### src/rtl/temperature_observer_hub_if.sv
// Command and notification bundle for temperature_observer_hub.
// The hub connects through the slave modport; the host/sink side uses master.
interface temperature_observer_hub_if #(
  parameter int unsigned NUM_OBS = 4,
  parameter int unsigned TEMP_W  = 8,
  parameter int unsigned ID_W    = 16
);
  localparam int unsigned CntW = $clog2(NUM_OBS + 1);

  logic              cmd_valid;
  logic              cmd_ready;
  logic [1:0]        cmd_op;
  logic [ID_W-1:0]   cmd_id;
  logic [TEMP_W-1:0] cmd_data;
  logic              cmd_err;
  logic              busy;
  logic [CntW-1:0]   obs_count;
  logic [TEMP_W-1:0] cur_temp;
  logic              ntf_valid;
  logic              ntf_ready;
  logic [ID_W-1:0]   ntf_id;
  logic [1:0]        ntf_kind;
  logic [TEMP_W-1:0] ntf_temp;

  modport master (
    output cmd_valid, cmd_op, cmd_id, cmd_data, ntf_ready,
    input  cmd_ready, cmd_err, busy, obs_count, cur_temp, ntf_valid, ntf_id, ntf_kind, ntf_temp
  );

  modport slave (
    input  cmd_valid, cmd_op, cmd_id, cmd_data, ntf_ready,
    output cmd_ready, cmd_err, busy, obs_count, cur_temp, ntf_valid, ntf_id, ntf_kind, ntf_temp
  );
endinterface

### src/rtl/temperature_observer_hub.sv
// Observer table of display/alarm slots; a set-temperature command sweeps all slots
// in index order and emits one handshaked notification per slot that needs one.
module temperature_observer_hub #(
  parameter int unsigned NUM_OBS = 4,
  parameter int unsigned TEMP_W  = 8,
  parameter int unsigned ID_W    = 16,
  parameter int unsigned HYST    = 2
) (
  input logic                       clk,
  input logic                       rst_n,
  temperature_observer_hub_if.slave bus_io
);
  localparam int unsigned IdxW = $clog2(NUM_OBS);
  localparam int unsigned CntW = $clog2(NUM_OBS + 1);
  localparam logic [IdxW-1:0] LastIdx = IdxW'(NUM_OBS - 1);

  localparam logic [1:0] OpAddDisp  = 2'b00;
  localparam logic [1:0] OpAddAlarm = 2'b01;
  localparam logic [1:0] OpRemove   = 2'b10;
  localparam logic [1:0] OpSet      = 2'b11;
  localparam logic [1:0] KindDisp   = 2'b00;
  localparam logic [1:0] KindRaise  = 2'b01;
  localparam logic [1:0] KindClear  = 2'b10;

  typedef enum logic [1:0] {StIdle, StScan, StEmit} state_e;

  state_e            state_q, state_d;
  logic [IdxW-1:0]   idx_q, idx_d;
  logic [NUM_OBS-1:0] active_q, active_d, alarm_q, alarm_d, armed_q, armed_d;
  logic [ID_W-1:0]   id_q  [NUM_OBS];
  logic [ID_W-1:0]   id_d  [NUM_OBS];
  logic [TEMP_W-1:0] thr_q [NUM_OBS];
  logic [TEMP_W-1:0] thr_d [NUM_OBS];
  logic [TEMP_W-1:0] temp_q, temp_d;
  logic              err_q, err_d;
  logic              ntf_valid_q, ntf_valid_d;
  logic [ID_W-1:0]   ntf_id_q, ntf_id_d;
  logic [1:0]        ntf_kind_q, ntf_kind_d;
  logic [TEMP_W-1:0] ntf_temp_q, ntf_temp_d;

  logic [NUM_OBS-1:0] hit;
  logic              any_hit, full;
  logic [IdxW-1:0]   hit_idx, free_idx;
  logic [CntW-1:0]   obs_cnt;
  logic [31:0]       thr_ext, clr_lvl;
  logic              raise, clear;

  // Descending loop so the lowest matching/free index wins.
  always_comb begin
    hit      = '0;
    hit_idx  = '0;
    free_idx = '0;
    full     = 1'b1;
    obs_cnt  = '0;
    for (int i = int'(NUM_OBS) - 1; i >= 0; i--) begin
      hit[i] = active_q[i] && (id_q[i] == bus_io.cmd_id);
      if (hit[i]) hit_idx = IdxW'(i);
      if (!active_q[i]) begin
        free_idx = IdxW'(i);
        full     = 1'b0;
      end
      obs_cnt = obs_cnt + CntW'(active_q[i]);
    end
  end

  assign any_hit = |hit;

  // Clear level is threshold minus hysteresis, floored at zero.
  always_comb begin
    thr_ext = 32'(thr_q[idx_q]);
    clr_lvl = (thr_ext > HYST) ? thr_ext - HYST : 32'd0;
    raise   = alarm_q[idx_q] && !armed_q[idx_q] && (temp_q >= thr_q[idx_q]);
    clear   = alarm_q[idx_q] && armed_q[idx_q] && (32'(temp_q) < clr_lvl);
  end

  always_comb begin
    state_d     = state_q;
    idx_d       = idx_q;
    active_d    = active_q;
    alarm_d     = alarm_q;
    armed_d     = armed_q;
    id_d        = id_q;
    thr_d       = thr_q;
    temp_d      = temp_q;
    err_d       = 1'b0;
    ntf_valid_d = ntf_valid_q;
    ntf_id_d    = ntf_id_q;
    ntf_kind_d  = ntf_kind_q;
    ntf_temp_d  = ntf_temp_q;
    case (state_q)
      StIdle: begin
        if (bus_io.cmd_valid) begin
          case (bus_io.cmd_op)
            OpAddDisp, OpAddAlarm: begin
              if (full || any_hit) begin
                err_d = 1'b1;
              end else begin
                active_d[free_idx] = 1'b1;
                alarm_d[free_idx]  = (bus_io.cmd_op == OpAddAlarm);
                armed_d[free_idx]  = 1'b0;
                id_d[free_idx]     = bus_io.cmd_id;
                thr_d[free_idx]    = bus_io.cmd_data;
              end
            end
            OpRemove: begin
              if (any_hit) begin
                active_d[hit_idx] = 1'b0;
                armed_d[hit_idx]  = 1'b0;
              end else begin
                err_d = 1'b1;
              end
            end
            OpSet: begin
              temp_d  = bus_io.cmd_data;
              idx_d   = '0;
              state_d = StScan;
            end
            default: ;
          endcase
        end
      end
      StScan: begin
        if (active_q[idx_q] && (!alarm_q[idx_q] || raise || clear)) begin
          ntf_valid_d = 1'b1;
          ntf_id_d    = id_q[idx_q];
          ntf_temp_d  = temp_q;
          ntf_kind_d  = !alarm_q[idx_q] ? KindDisp : (raise ? KindRaise : KindClear);
          if (raise) armed_d[idx_q] = 1'b1;
          if (clear) armed_d[idx_q] = 1'b0;
          state_d = StEmit;
        end else if (idx_q == LastIdx) begin
          state_d = StIdle;
        end else begin
          idx_d = idx_q + IdxW'(1);
        end
      end
      StEmit: begin
        if (bus_io.ntf_ready) begin
          ntf_valid_d = 1'b0;
          if (idx_q == LastIdx) begin
            state_d = StIdle;
          end else begin
            idx_d   = idx_q + IdxW'(1);
            state_d = StScan;
          end
        end
      end
      default: state_d = StIdle;
    endcase
  end

  always_ff @(posedge clk) begin
    if (!rst_n) begin
      state_q     <= StIdle;
      idx_q       <= '0;
      active_q    <= '0;
      alarm_q     <= '0;
      armed_q     <= '0;
      id_q        <= '{default: '0};
      thr_q       <= '{default: '0};
      temp_q      <= '0;
      err_q       <= 1'b0;
      ntf_valid_q <= 1'b0;
      ntf_id_q    <= '0;
      ntf_kind_q  <= '0;
      ntf_temp_q  <= '0;
    end else begin
      state_q     <= state_d;
      idx_q       <= idx_d;
      active_q    <= active_d;
      alarm_q     <= alarm_d;
      armed_q     <= armed_d;
      id_q        <= id_d;
      thr_q       <= thr_d;
      temp_q      <= temp_d;
      err_q       <= err_d;
      ntf_valid_q <= ntf_valid_d;
      ntf_id_q    <= ntf_id_d;
      ntf_kind_q  <= ntf_kind_d;
      ntf_temp_q  <= ntf_temp_d;
    end
  end

  assign bus_io.cmd_ready = (state_q == StIdle);
  assign bus_io.busy      = (state_q != StIdle);
  assign bus_io.cmd_err   = err_q;
  assign bus_io.obs_count = obs_cnt;
  assign bus_io.cur_temp  = temp_q;
  assign bus_io.ntf_valid = ntf_valid_q;
  assign bus_io.ntf_id    = ntf_id_q;
  assign bus_io.ntf_kind  = ntf_kind_q;
  assign bus_io.ntf_temp  = ntf_temp_q;
endmodule

### src/flat_wrapper.sv
// flat-port wrapper written by rule: the top's interface ports become plain ports
module temperature_observer_hub_flat 
#(
  parameter int unsigned NUM_OBS = 4,
  parameter int unsigned TEMP_W  = 8,
  parameter int unsigned ID_W    = 16,
  parameter int unsigned HYST    = 2
)
  (clk, rst_n, bus_io_cmd_valid, bus_io_cmd_op, bus_io_cmd_id, bus_io_cmd_data, bus_io_ntf_ready, bus_io_cmd_ready, bus_io_cmd_err, bus_io_busy, bus_io_obs_count, bus_io_cur_temp, bus_io_ntf_valid, bus_io_ntf_id, bus_io_ntf_kind, bus_io_ntf_temp);
  temperature_observer_hub_if #(.NUM_OBS(NUM_OBS), .TEMP_W(TEMP_W), .ID_W(ID_W)) bus_io_i ();
  input logic clk;
  input logic rst_n;
  input wire logic [$bits(bus_io_i.cmd_valid)-1:0] bus_io_cmd_valid;
  input wire logic [$bits(bus_io_i.cmd_op)-1:0] bus_io_cmd_op;
  input wire logic [$bits(bus_io_i.cmd_id)-1:0] bus_io_cmd_id;
  input wire logic [$bits(bus_io_i.cmd_data)-1:0] bus_io_cmd_data;
  input wire logic [$bits(bus_io_i.ntf_ready)-1:0] bus_io_ntf_ready;
  output wire logic [$bits(bus_io_i.cmd_ready)-1:0] bus_io_cmd_ready;
  output wire logic [$bits(bus_io_i.cmd_err)-1:0] bus_io_cmd_err;
  output wire logic [$bits(bus_io_i.busy)-1:0] bus_io_busy;
  output wire logic [$bits(bus_io_i.obs_count)-1:0] bus_io_obs_count;
  output wire logic [$bits(bus_io_i.cur_temp)-1:0] bus_io_cur_temp;
  output wire logic [$bits(bus_io_i.ntf_valid)-1:0] bus_io_ntf_valid;
  output wire logic [$bits(bus_io_i.ntf_id)-1:0] bus_io_ntf_id;
  output wire logic [$bits(bus_io_i.ntf_kind)-1:0] bus_io_ntf_kind;
  output wire logic [$bits(bus_io_i.ntf_temp)-1:0] bus_io_ntf_temp;
  assign bus_io_i.cmd_valid = bus_io_cmd_valid;
  assign bus_io_i.cmd_op = bus_io_cmd_op;
  assign bus_io_i.cmd_id = bus_io_cmd_id;
  assign bus_io_i.cmd_data = bus_io_cmd_data;
  assign bus_io_i.ntf_ready = bus_io_ntf_ready;
  assign bus_io_cmd_ready = bus_io_i.cmd_ready;
  assign bus_io_cmd_err = bus_io_i.cmd_err;
  assign bus_io_busy = bus_io_i.busy;
  assign bus_io_obs_count = bus_io_i.obs_count;
  assign bus_io_cur_temp = bus_io_i.cur_temp;
  assign bus_io_ntf_valid = bus_io_i.ntf_valid;
  assign bus_io_ntf_id = bus_io_i.ntf_id;
  assign bus_io_ntf_kind = bus_io_i.ntf_kind;
  assign bus_io_ntf_temp = bus_io_i.ntf_temp;
  temperature_observer_hub #(.NUM_OBS(NUM_OBS), .TEMP_W(TEMP_W), .ID_W(ID_W), .HYST(HYST)) u_core (.clk(clk), .rst_n(rst_n), .bus_io(bus_io_i));
endmodule
### config.mk
export PLATFORM = sky130hd
export DESIGN_NAME = temperature_observer_hub_flat
export DESIGN_NICKNAME = d
export VERILOG_FILES = /design/src/rtl/temperature_observer_hub_if.sv /design/src/rtl/temperature_observer_hub.sv /design/src/flat_wrapper.sv
export SDC_FILE = /design/constraint.sdc
export NUM_CORES = 1
export LEC_CHECK = 0
export ABC_AREA = 1
export CAP_MARGIN = 25
export CORE_AREA = 3 3 106 184
export DETAILED_ROUTE_END_ITERATION = 10
export DIE_AREA = 0 0 109 187
export DONT_BUFFER_PORTS = 1
export PLACE_DENSITY = 0.58
export SYNTH_ARGS = -nofsm -noshare
export SYNTH_HDL_FRONTEND = slang
export SYNTH_SLANG_ARGS = --single-unit
export TNS_END_PERCENT = 5
### constraint.sdc
create_clock -name clk -period 8.45 [get_ports clk]
set_input_delay 0.845 -clock clk [delete_from_list [all_inputs] [get_ports clk]]
set_output_delay 0.845 -clock clk [all_outputs]
set_load 0.05 [all_outputs]
==> results of run 1 <==
-- placed cells by master (no fill, tap or decap), drive strengths merged --
master	n
and3	2
nor2	94
xnor2	9
a21oi	176
nand3	32
o22ai	5
and2	1
o21ai	184
clkinvlp	3
nand4	22
dfxtp	148
a2111oi	1
a211oi	5
a32oi	2
clkinv	9
xor2	16
or3b	1
o2111ai	3
nand2	205
nor3b	1
nor3	11
a311oi	1
o211ai	2
inv	146
fa	1
o31ai	2
ha	27
nor4b	1
o41ai	1
buf	5
clkbuf	20
nor4	10
bufinv	2
-- state kept, by name, summed over array words and instances, names as in the netlist --
register,cells
u_core.alarm_q,4
u_core.id_q,64
u_core.idx_q,2
u_core.armed_q,4
u_core.bus_io.ntf_kind,2
u_core.thr_q,32
u_core.bus_io.ntf_id,16
u_core.active_q,4
u_core.bus_io.ntf_temp,8
u_core.bus_io.cur_temp,8
u_core.bus_io.cmd_err,1
u_core.bus_io.ntf_valid,1
u_core.state_q,2
-- worst max-delay path, stage by stage, from the launching register on --
cell and delay, ns:
dfxtp_1 0.30, buf_4 0.23, inv_2 0.60, a21oi_1 0.12
a32oi_2 0.24, inv_1 0.13, ha_1 0.24, nand2_2 0.10
nor2_1 0.07, xnor2_1 0.13, nand2_1 0.07, ha_1 0.29
a21oi_1 0.16, nor2_1 0.06, a211oi_1 0.17, nand2_1 0.08
nand2_1 0.08, nand2_2 0.07, nand2_2 0.08, nand3_4 0.28
inv_4 0.46, o21ai_0 0.15, a21oi_1 0.13
-- how the worst min path moves through the flow --
| stage | slack [ns] | endpoint | cells after the start |
|---|---|---|---|
| 2_1_floorplan | 0.42 | u_core.thr_q[16] | 2 |
| 3_3_place_gp | 0.43 | u_core.thr_q[16] | 2 |
| 3_5_place_dp | 0.43 | u_core.thr_q[16] | 2 |
| 4_1_cts | 0.44 | u_core.thr_q[16] | 2 |
| 5_1_grt | 0.47 | u_core.alarm_q[0] | 2 |
| 6_report | 0.44 | u_core.thr_q[16] | 2 |
-- through the flow --
step,instances,instance area [µm²]
detailed placement,1349,8120
finish,1382,8710
CTS,1381,8690
global placement,1349,8120
global route,1382,8710
floorplan,1177,8140
-- metal layers --
layer | share of wire | up-vias
met4 | 0.048 | 0
met5 | 0 | -
li1 | - | 3826
met3 | 0.039 | 61
met1 | 0.38 | 3451
met2 | 0.54 | 164
-- cell type report --
| class | instances | area share |
|---|---|---|
| Multi-Input combinational cell | 815 | 0.491 |
| Clock buffer | 20 | 0.0501 |
| Tap cell | 234 | 0.0336 |
| Timing Repair Buffer | 5 | 0.00575 |
| Inverter | 148 | 0.0644 |
| Clock inverter | 12 | 0.0152 |
| Sequential cell | 148 | 0.340 |
-- power groups by stage --
| stage | Combinational [mW] | Clock (mW) | Sequential [mW] |
|---|---|---|---|
| detailed placement | 0.296 | 0 | 0.797 |
| CTS | 0.297 | 0.763 | 0.782 |
| finish | 0.296 | 0.751 | 0.782 |
| global placement | 0.292 | 0 | 0.797 |
| floorplan | 0.245 | 0 | 0.789 |
| global route | 0.339 | 0.792 | 0.786 |
-- logic make-up after synthesis --
| group | synth area share |
|---|---|
| simple gates | 0.206 |
| xor+xnor | 0.0269 |
| buf+inv | 0.111 |
| flops | 0.364 |
| fa+ha+maj | 0.0440 |
| compound gates | 0.248 |
==> results.cfg, run 1 <==
[run_status]
outcome = finished clean

[clocking]
cts_buffer_depth = 2
clkTransAtPathRegs_ns = 0.06
post_cts_resized = 0
cts-hold-fix-buffers = 0
htreeDepth = 4
cts_buffers = 17
clock-sinks = 148
clk_latency_ns = 0.43
root_buffer = clkbuf_16
cts_tree = done
cts_setup_buffers = 0

[grt]
grt_use_total = 0.246
grtUsageMet2 = 0.448
grt_most_used_layer = met2
grt_pass1_wl_um = 38900
grt_start_max_net_pins = 133
grt_use_met3 = 0.0477
antenna_found_initial = 0
use_met1 = 0.258
grt_pass1_vias = 7320
grt_overflow = 0

[critical_path]
critPathLaunchType = flip-flop
critPathLaunch = u_core.idx_q[1]
worstPathRequired_ns = 8.81
cp_max_fo = 35
r2r-end = u_core.bus_io.ntf_id[7]
reg2reg_from = u_core.idx_q[1]
crit_type = reg2reg
endpoint = u_core.bus_io.ntf_id[7]
rr_worst_depth = 22
worstPathArrival_ns = 4.68
endpoint_kind = flip-flop
r2r_slack_ns = 4.13

[power]
power_switching_uw = 568
clockPowerShare = 0.411
pwr-share-comb = 0.162
swShare = 0.311
p_per_area_nw_per_um2 = 210
cell_internal_pwr_mw = 1.26
power_mw = 1.83
seqPwrFrac = 0.428
power_leakage_nw = 3.49
ir_worst_vdd_uv = 110

[synth]
synth_area_leaders = dfxtp_1, a21oi_1, o21ai_0
synth_cells = 1177
synthArstFlopShare = 0
ys_seq_area_frac = 0.364
synth_flop_cell = dfxtp_1
ys_top_cells_by_count = nand2_1, a21oi_1, o21ai_0
yosysTopAreaCellShare = 0.364
ys_types = 47
synth_edf_count = 0
syn_area_um2 = 8140
synth.avg_cell_area_um2 = 6.91
ys_ff_latch = 148
yosys_warnings = 0
post-synth-top-count-cell = nand2_1
synth.net_count = 1235
synth_area_leader_cell = dfxtp_1

[routing]
via_count = 7502
wire_per_inst_um = 17.6
firstDrtPassIters = 5
viasPerCell = 5.43
ant_nets = 0
wl_um = 24300
drc = 0
drt_iter0_drc = 410

[floorplanning]
start_util = 0.449
core_region_area_um2 = 18100
rows = 65
die_w_um = 109
die_h_um = 187
fp.dieArea_um2 = 20400
io_pins = 71

[min_path]
hold_path_class = reg2reg
min_from = u_core.thr_q[16]

[cells_and_area]
diodes = 0
nets = 1193
final_util = 0.480
seq_area_um2 = 2960
area_growth_pct = 7.06
nFillCells = 1895
multi_input_area_um2 = 4270
layout-drive-gt1-share = 0.0653

[timing]
period_needed_ns = 4.32
rsz0062_at_grt = false
worstMarginPinSlew_ns = 1.16
fin_crit_sh = 0.511
setup_viol = 0
whs_ns = 0.441
clock_skew_ns = 0.0109
hold_viol_final = 0
fmax_mhz = 232
slew_violations = 0
maxSlewHeadroom = 0.217
fin_tns_setup_ns = 0
setup_ws_ns = 4.13

[placement]
gp_congestion = 0.909
portBuffers = 0
dp_hpwl_um = 17000
preCtsSetupSlack_ns = 4.15

[run]
drv_cap = 0
(Power assumes the default switching activity.)
==> run 2: changes to the inputs <==
==> constraint.sdc (replaced) <==
create_clock -name clk -period 4.4 [get_ports clk]
set_input_delay 0.44 -clock clk [delete_from_list [all_inputs] [get_ports clk]]
set_output_delay 0.44 -clock clk [all_outputs]
set_load 0.05 [all_outputs]
==> run 2 against run 1 <==
  * Hold slack got worse by 0.29 ns
  * Final area rose by 1.3%
  * Die area did not move
  * Flip-flop and latch count did not move
  * Critical endpoint unchanged
  * First-iteration DRC count fell by 1.2%
  * Count of clock-buffer cells in the layout fell by 1
  * Critical path depth fell by 1
  * Routed wire length rose by 1.1%
  * Sequential power rose by 89%
  * Combinational power rose by 100%
==> results.cfg, run 2 (same netlist as run 1, synthesis figures left out) <==
[critical_path]
path_cells = inv_2 -> nand2_1 -> a32oi_2 -> inv_1 -> ha_1 -> nand2_2 -> nor2_1 -> xnor2_1 -> nand2_1 -> ha_1 -> a21oi_1 -> nor2_1 -> a211oi_1 -> nand2_1 -> nand2_1 -> nand2_2 -> nand2_2 -> nand3_4 -> inv_6 -> o21ai_0 -> a21oi_1
crit_type = reg2reg
r2r-end = u_core.bus_io.ntf_id[7]
endpoint = u_core.bus_io.ntf_id[7]
worstPathArrival_ns = 4.31
cpLargestDelayFamily = simple AND/OR/NAND/NOR gates
r2r_slack_ns = 0.44
slowest_delay_ns = 0.60
path_common_cell = nand2_1
path_buf_inv = 3
reg2reg_from = u_core.idx_q[0]
critPathLaunchType = flip-flop
cp.depth = 21
endpoint_kind = flip-flop
worst_path_max_delay_cell = dfxtp_2
cp_max_fo = 35
critPathLaunch = u_core.idx_q[0]
rr_worst_depth = 21
worstPathRequired_ns = 4.75

[floorplanning]
die_h_um = 187
die_w_um = 109
fp.dieArea_um2 = 20400
rows = 65
start_util = 0.449
io_pins = 71
core_region_area_um2 = 18100

[timing]
rsz0062_at_grt = false
hold_viol_final = 0
clock_skew_ns = 0.0114
fmax_mhz = 253
maxSlewHeadroom = 0.510
fin_tns_setup_ns = 0
worstMarginPinSlew_ns = 0.726
whs_ns = 0.147
setup_viol = 0
slew_violations = 0
fin_crit_sh = 0.899
period_needed_ns = 3.96

[routing]
wire_per_inst_um = 17.6
ant_nets = 0
viasPerCell = 5.41
via_count = 7551
wl_um = 24600
firstDrtPassIters = 6
drc = 0
drt_iter0_drc = 405

[cells_and_area]
multi_input_area_um2 = 4270
layout_common_cells = nand2_1, a21oi_1, o21ai_0, dfxtp_1, inv_1
area_growth_pct = 8.49
largest_reg_flops = 64
nets = 1207
diodes = 0
final_common_cell = nand2_1
seq_area_um2 = 2960
layout-drive-gt1-share = 0.0767
nFillCells = 1835
stdcell_area_um2 = 8830
top_register = u_core.id_q

[grt]
grt_use_total = 0.245
grt_pass1_wl_um = 38600
grt_pass1_vias = 7210
grt_start_max_net_pins = 133
antenna_found_initial = 0
grt_overflow = 0

[clocking]
clock-sinks = 148
clkTransAtPathRegs_ns = 0.07
clk_latency_ns = 0.43
htreeDepth = 4
cts_setup_buffers = 0
root_buffer = clkbuf_16
cts_buffer_depth = 2
cts_tree = done
cts_buffers = 17

[placement]
portBuffers = 0
dp_hpwl_um = 17300
place_area_um2 = 8230
gp_congestion = 0.897

[power]
clockPowerShare = 0.418
power_switching_mw = 1.09
power_leakage_nw = 3.56
seqPwrFrac = 0.415
ir_worst_vdd_uv = 166
pwr-share-comb = 0.167
cell_internal_pwr_mw = 2.48
p_per_area_nw_per_um2 = 405
swShare = 0.306

[min_path]
hold_path_class = in2reg

[run_status]
outcome = finished clean

[run]
drv_cap = 0
## run 2: how the worst min path moves through the flow
stage | from | end | slack, ns | cells past startpoint
6_report | bus_io_cmd_data[7] | u_core.thr_q[7] | 0.15 | 2
5_1_grt | bus_io_cmd_data[7] | u_core.bus_io.cur_temp[7] | 0.14 | 2
4_1_cts | rst_n | u_core.armed_q[3] | 0.12 | 2
3_5_place_dp | u_core.thr_q[16] | u_core.thr_q[16] | 0.43 | 2
3_3_place_gp | u_core.thr_q[22] | u_core.thr_q[22] | 0.43 | 2
2_1_floorplan | u_core.thr_q[16] | u_core.thr_q[16] | 0.42 | 2
## run 2: metrics by stage
stage / utilization / total power, mW / std cells / worst slack, ns
2_1_floorplan: - / 1.99 / 1177 / 1.41
3_3_place_gp: 0.454 / 2.10 / 1364 / 0.467
3_5_place_dp: 0.454 / 2.11 / 1364 / 0.374
4_1_cts: 0.487 / 3.60 / 1395 / 0.326
5_1_grt: 0.487 / 3.74 / 1395 / 0.0221
6_report: 0.487 / 3.58 / 1395 / 0.443
## run 2: power groups by stage
stage,Combinational (mW),Sequential (mW),Clock [mW]
5_1_grt,0.672,1.49,1.58
3_3_place_gp,0.590,1.51,0
4_1_cts,0.599,1.48,1.52
3_5_place_dp,0.596,1.51,0
6_report,0.597,1.48,1.50
2_1_floorplan,0.471,1.51,0
## run 2: final cells by class
class | count | area share
multi-input combinational | 815 | 0.484
sequential | 148 | 0.336
inverter | 148 | 0.0638
clock buffer | 19 | 0.0491
tap | 234 | 0.0332
clock inverter | 12 | 0.0179
timing repair buffer | 19 | 0.0162
## run 2: timing repair
item / 4_1_cts / 5_1_grt
gates resized for setup: 0 / 1
hold buffers: 0 / 0
endpoints found under the setup margin: 0 / 1
## run 2: worst register-to-register path, stage by stage, from the launching register on
cell,delay [ns]
dfxtp_2,0.60
inv_2,0.27
nand2_1,0.14
a32oi_2,0.07
inv_1,0.16
ha_1,0.22
nand2_2,0.09
nor2_1,0.15
xnor2_1,0.14
nand2_1,0.07
ha_1,0.28
a21oi_1,0.14
nor2_1,0.05
a211oi_1,0.18
nand2_1,0.08
nand2_1,0.08
nand2_2,0.08
nand2_2,0.09
nand3_4,0.30
inv_6,0.40
o21ai_0,0.16
a21oi_1,0.14
## run 2: layer usage
layer  global-route usage  vias to the layer above  routed length (µm)
met5                    0                        -                   0
met2                0.453                      180               13300
met3               0.0428                       48                1040
li1                     -                     3857                   -
met4                0.106                        0                 872
met1                0.263                     3466                9410
==> variant (config.mk and constraints of run 1) <==
`ID_W` is set to 16 in 3 places; all go to 18.
--- a/src/rtl/temperature_observer_hub_if.sv
+++ b/src/rtl/temperature_observer_hub_if.sv
@@ -3,7 +3,7 @@
 interface temperature_observer_hub_if #(
   parameter int unsigned NUM_OBS = 4,
   parameter int unsigned TEMP_W  = 8,
-  parameter int unsigned ID_W    = 16
+  parameter int unsigned ID_W    = 18
 );
   localparam int unsigned CntW = $clog2(NUM_OBS + 1);
 
--- a/src/rtl/temperature_observer_hub.sv
+++ b/src/rtl/temperature_observer_hub.sv
@@ -3,7 +3,7 @@
 module temperature_observer_hub #(
   parameter int unsigned NUM_OBS = 4,
   parameter int unsigned TEMP_W  = 8,
-  parameter int unsigned ID_W    = 16,
+  parameter int unsigned ID_W    = 18,
   parameter int unsigned HYST    = 2
 ) (
   input logic                       clk,
--- a/src/flat_wrapper.sv
+++ b/src/flat_wrapper.sv
@@ -3,7 +3,7 @@
 #(
   parameter int unsigned NUM_OBS = 4,
   parameter int unsigned TEMP_W  = 8,
-  parameter int unsigned ID_W    = 16,
+  parameter int unsigned ID_W    = 18,
   parameter int unsigned HYST    = 2
 )
   (clk, rst_n, bus_io_cmd_valid, bus_io_cmd_op, bus_io_cmd_id, bus_io_cmd_data, bus_io_ntf_ready, bus_io_cmd_ready, bus_io_cmd_err, bus_io_busy, bus_io_obs_count, bus_io_cur_temp, bus_io_ntf_valid, bus_io_ntf_id, bus_io_ntf_kind, bus_io_ntf_temp);
Ports: changed (resized bus_io_cmd_id and bus_io_ntf_id); port bits go from 71 to 75. No check against the original RTL was run, so the function may have changed too.
==> variant against run 1 <==
- worst setup slack got worse by 0.12 ns
- clock skew up 0.0010 ns
- routed wire length grew 19%
- sequential power increased by 8.1%
- die area stayed put
- total power is 5.3% higher
- synthesized cell count increased by 11%
- critical path depth down 1
- area after synthesis up 8.8%
- design area increased by 8.0%
- sequential cell count up 10
- combinational power rose by 5%
- largest power group unchanged
- highest routed layer unchanged
==> variant: results (changes against run 1) <==
status=complete, no violations; largest net degree at the start of global routing=144 (+8.3%); P_sw=0.631 mW (+11%); via-per-instance ratio=5.59 (+2.9%); sequential area share after synthesis=35.7% (-0.68 points); worst-path maximum fanout=103 (+190%); XOR/XNOR Fraction of Synth Area=2.67% (-0.020 points); HPWL after DPL=21100 um (+24%); asr flop ratio synth=0% (unchanged); CP max-delay cell=dfxtp_4; leakage=3.77 nW (+8.2%); cts repair resizes=0 (unchanged); Yosys cell types=55 (+17%); nets=1319 (+11%); H-tree Lvls=4 (unchanged); cell family with most CP delay=simple AND/OR/NAND/NOR gates; max reg flops=72 (+13%); # port buffers=0 (unchanged); first-pass GRT wire length=44100 um (+13%); max_slew headroom=32.4% (+11 points); post-synthesis adder-cell area fraction=4.04% (-0.36 points); post-synthesis net count=1365 (+11%); layout cell share with drive strength beyond 1=5.74% (-0.79 points); most frequent cells after synthesis=241 x nand2_1, 187 x a21oi_1, 178 x o21ai_0, 158 x dfxtp_1, 151 x inv_1; diodes inserted=0 (unchanged); largest family of logic cells by synthesized area=compound AO/OA/AOI/OAI gates; Clock Skews=0.0119 ns (+0.000997 ns); vias in the first global route=7825 (+6.9%); Worst Path Arrival=4.81 ns (+0.13 ns); Final Setup Violations=0 (unchanged); Largest Register=u_core.id_q; Max VDD drop=0.000142 V (+29%); Clock Path Buffers=2 (unchanged); DR iter-0 viols=529 (+29%); crit-path max cell delay=1.00 ns (+0.40 ns); gr usage total=28.5% (+3.9 points); top cells by area, synth=dfxtp_1 36%, a21oi_1 11%, nand2_1 10%; gpl congestion=0.960 (+5.7%); Clk Latency, worst-skew pair=between 0.4 and 0.5 ns; compound-cell area share of the yosys netlist=24.2% (-0.63 points); Min-Delay Path Class=flop to flop; average routed wire per standard cell=19.2 um (+9.2%)
[variant: layer usage]
| layer | track usage (%) | vias to the layer above | part of all wire, % |
|---|---|---|---|
| met5 | 0 | - | 0 |
| met4 | 16.6 | 0 | 6.1 |
| met3 | 5.11 | 72 | 4.1 |
| met2 | 49.8 | 217 | 52 |
| met1 | 31.5 | 3884 | 38 |
| li1 | - | 4241 | - |
[variant: final timing paths]
check / start / to / slack, ns / cells past startpoint
max: u_core.idx_q[0] / u_core.bus_io.ntf_id[12] / 4.01 / 21
min: u_core.thr_q[31] / u_core.thr_q[31] / 0.44 / 2
max reg2reg: u_core.idx_q[0] / u_core.bus_io.ntf_id[12] / 4.01 / 21
min reg2reg: u_core.thr_q[31] / u_core.thr_q[31] / 0.44 / 2
[variant: final cells by class]
class	instances	area (um2)
clock buffers	17	425
clock inverters	15	155
fillers	1834	8730
inverters	162	611
multi-input cells	915	4710
flip-flops and latches	158	3170
well taps	234	293
repair buffers	5	50.0
[variant: power by group through the flow]
stage          clock network, mW  logic, mW  registers (mW)
2_1_floorplan                  0      0.262           0.842
3_3_place_gp                   0      0.308           0.862
3_5_place_dp                   0      0.312           0.862
4_1_cts                    0.783      0.313           0.845
5_1_grt                    0.812      0.352           0.850
6_report                   0.769      0.311           0.845
[variant: metrics by stage]
stage	worst slack [ns]	std cells	util [%]	power (mW)	instance area, um2
global route	3.47	1506	51.9	2.01	9410
CTS	3.98	1506	51.9	1.94	9410
detailed placement	4.01	1474	48.7	1.17	8830
floorplan	5.40	1305	-	1.10	8850
finish	4.01	1506	51.9	1.93	9410
global placement	4.07	1473	48.6	1.17	8810
[variant: worst min-delay path, stage by stage (launching register included)]
cell and delay (ns):
dfxtp_1 0.31, inv_1 0.04, a21oi_1 0.05
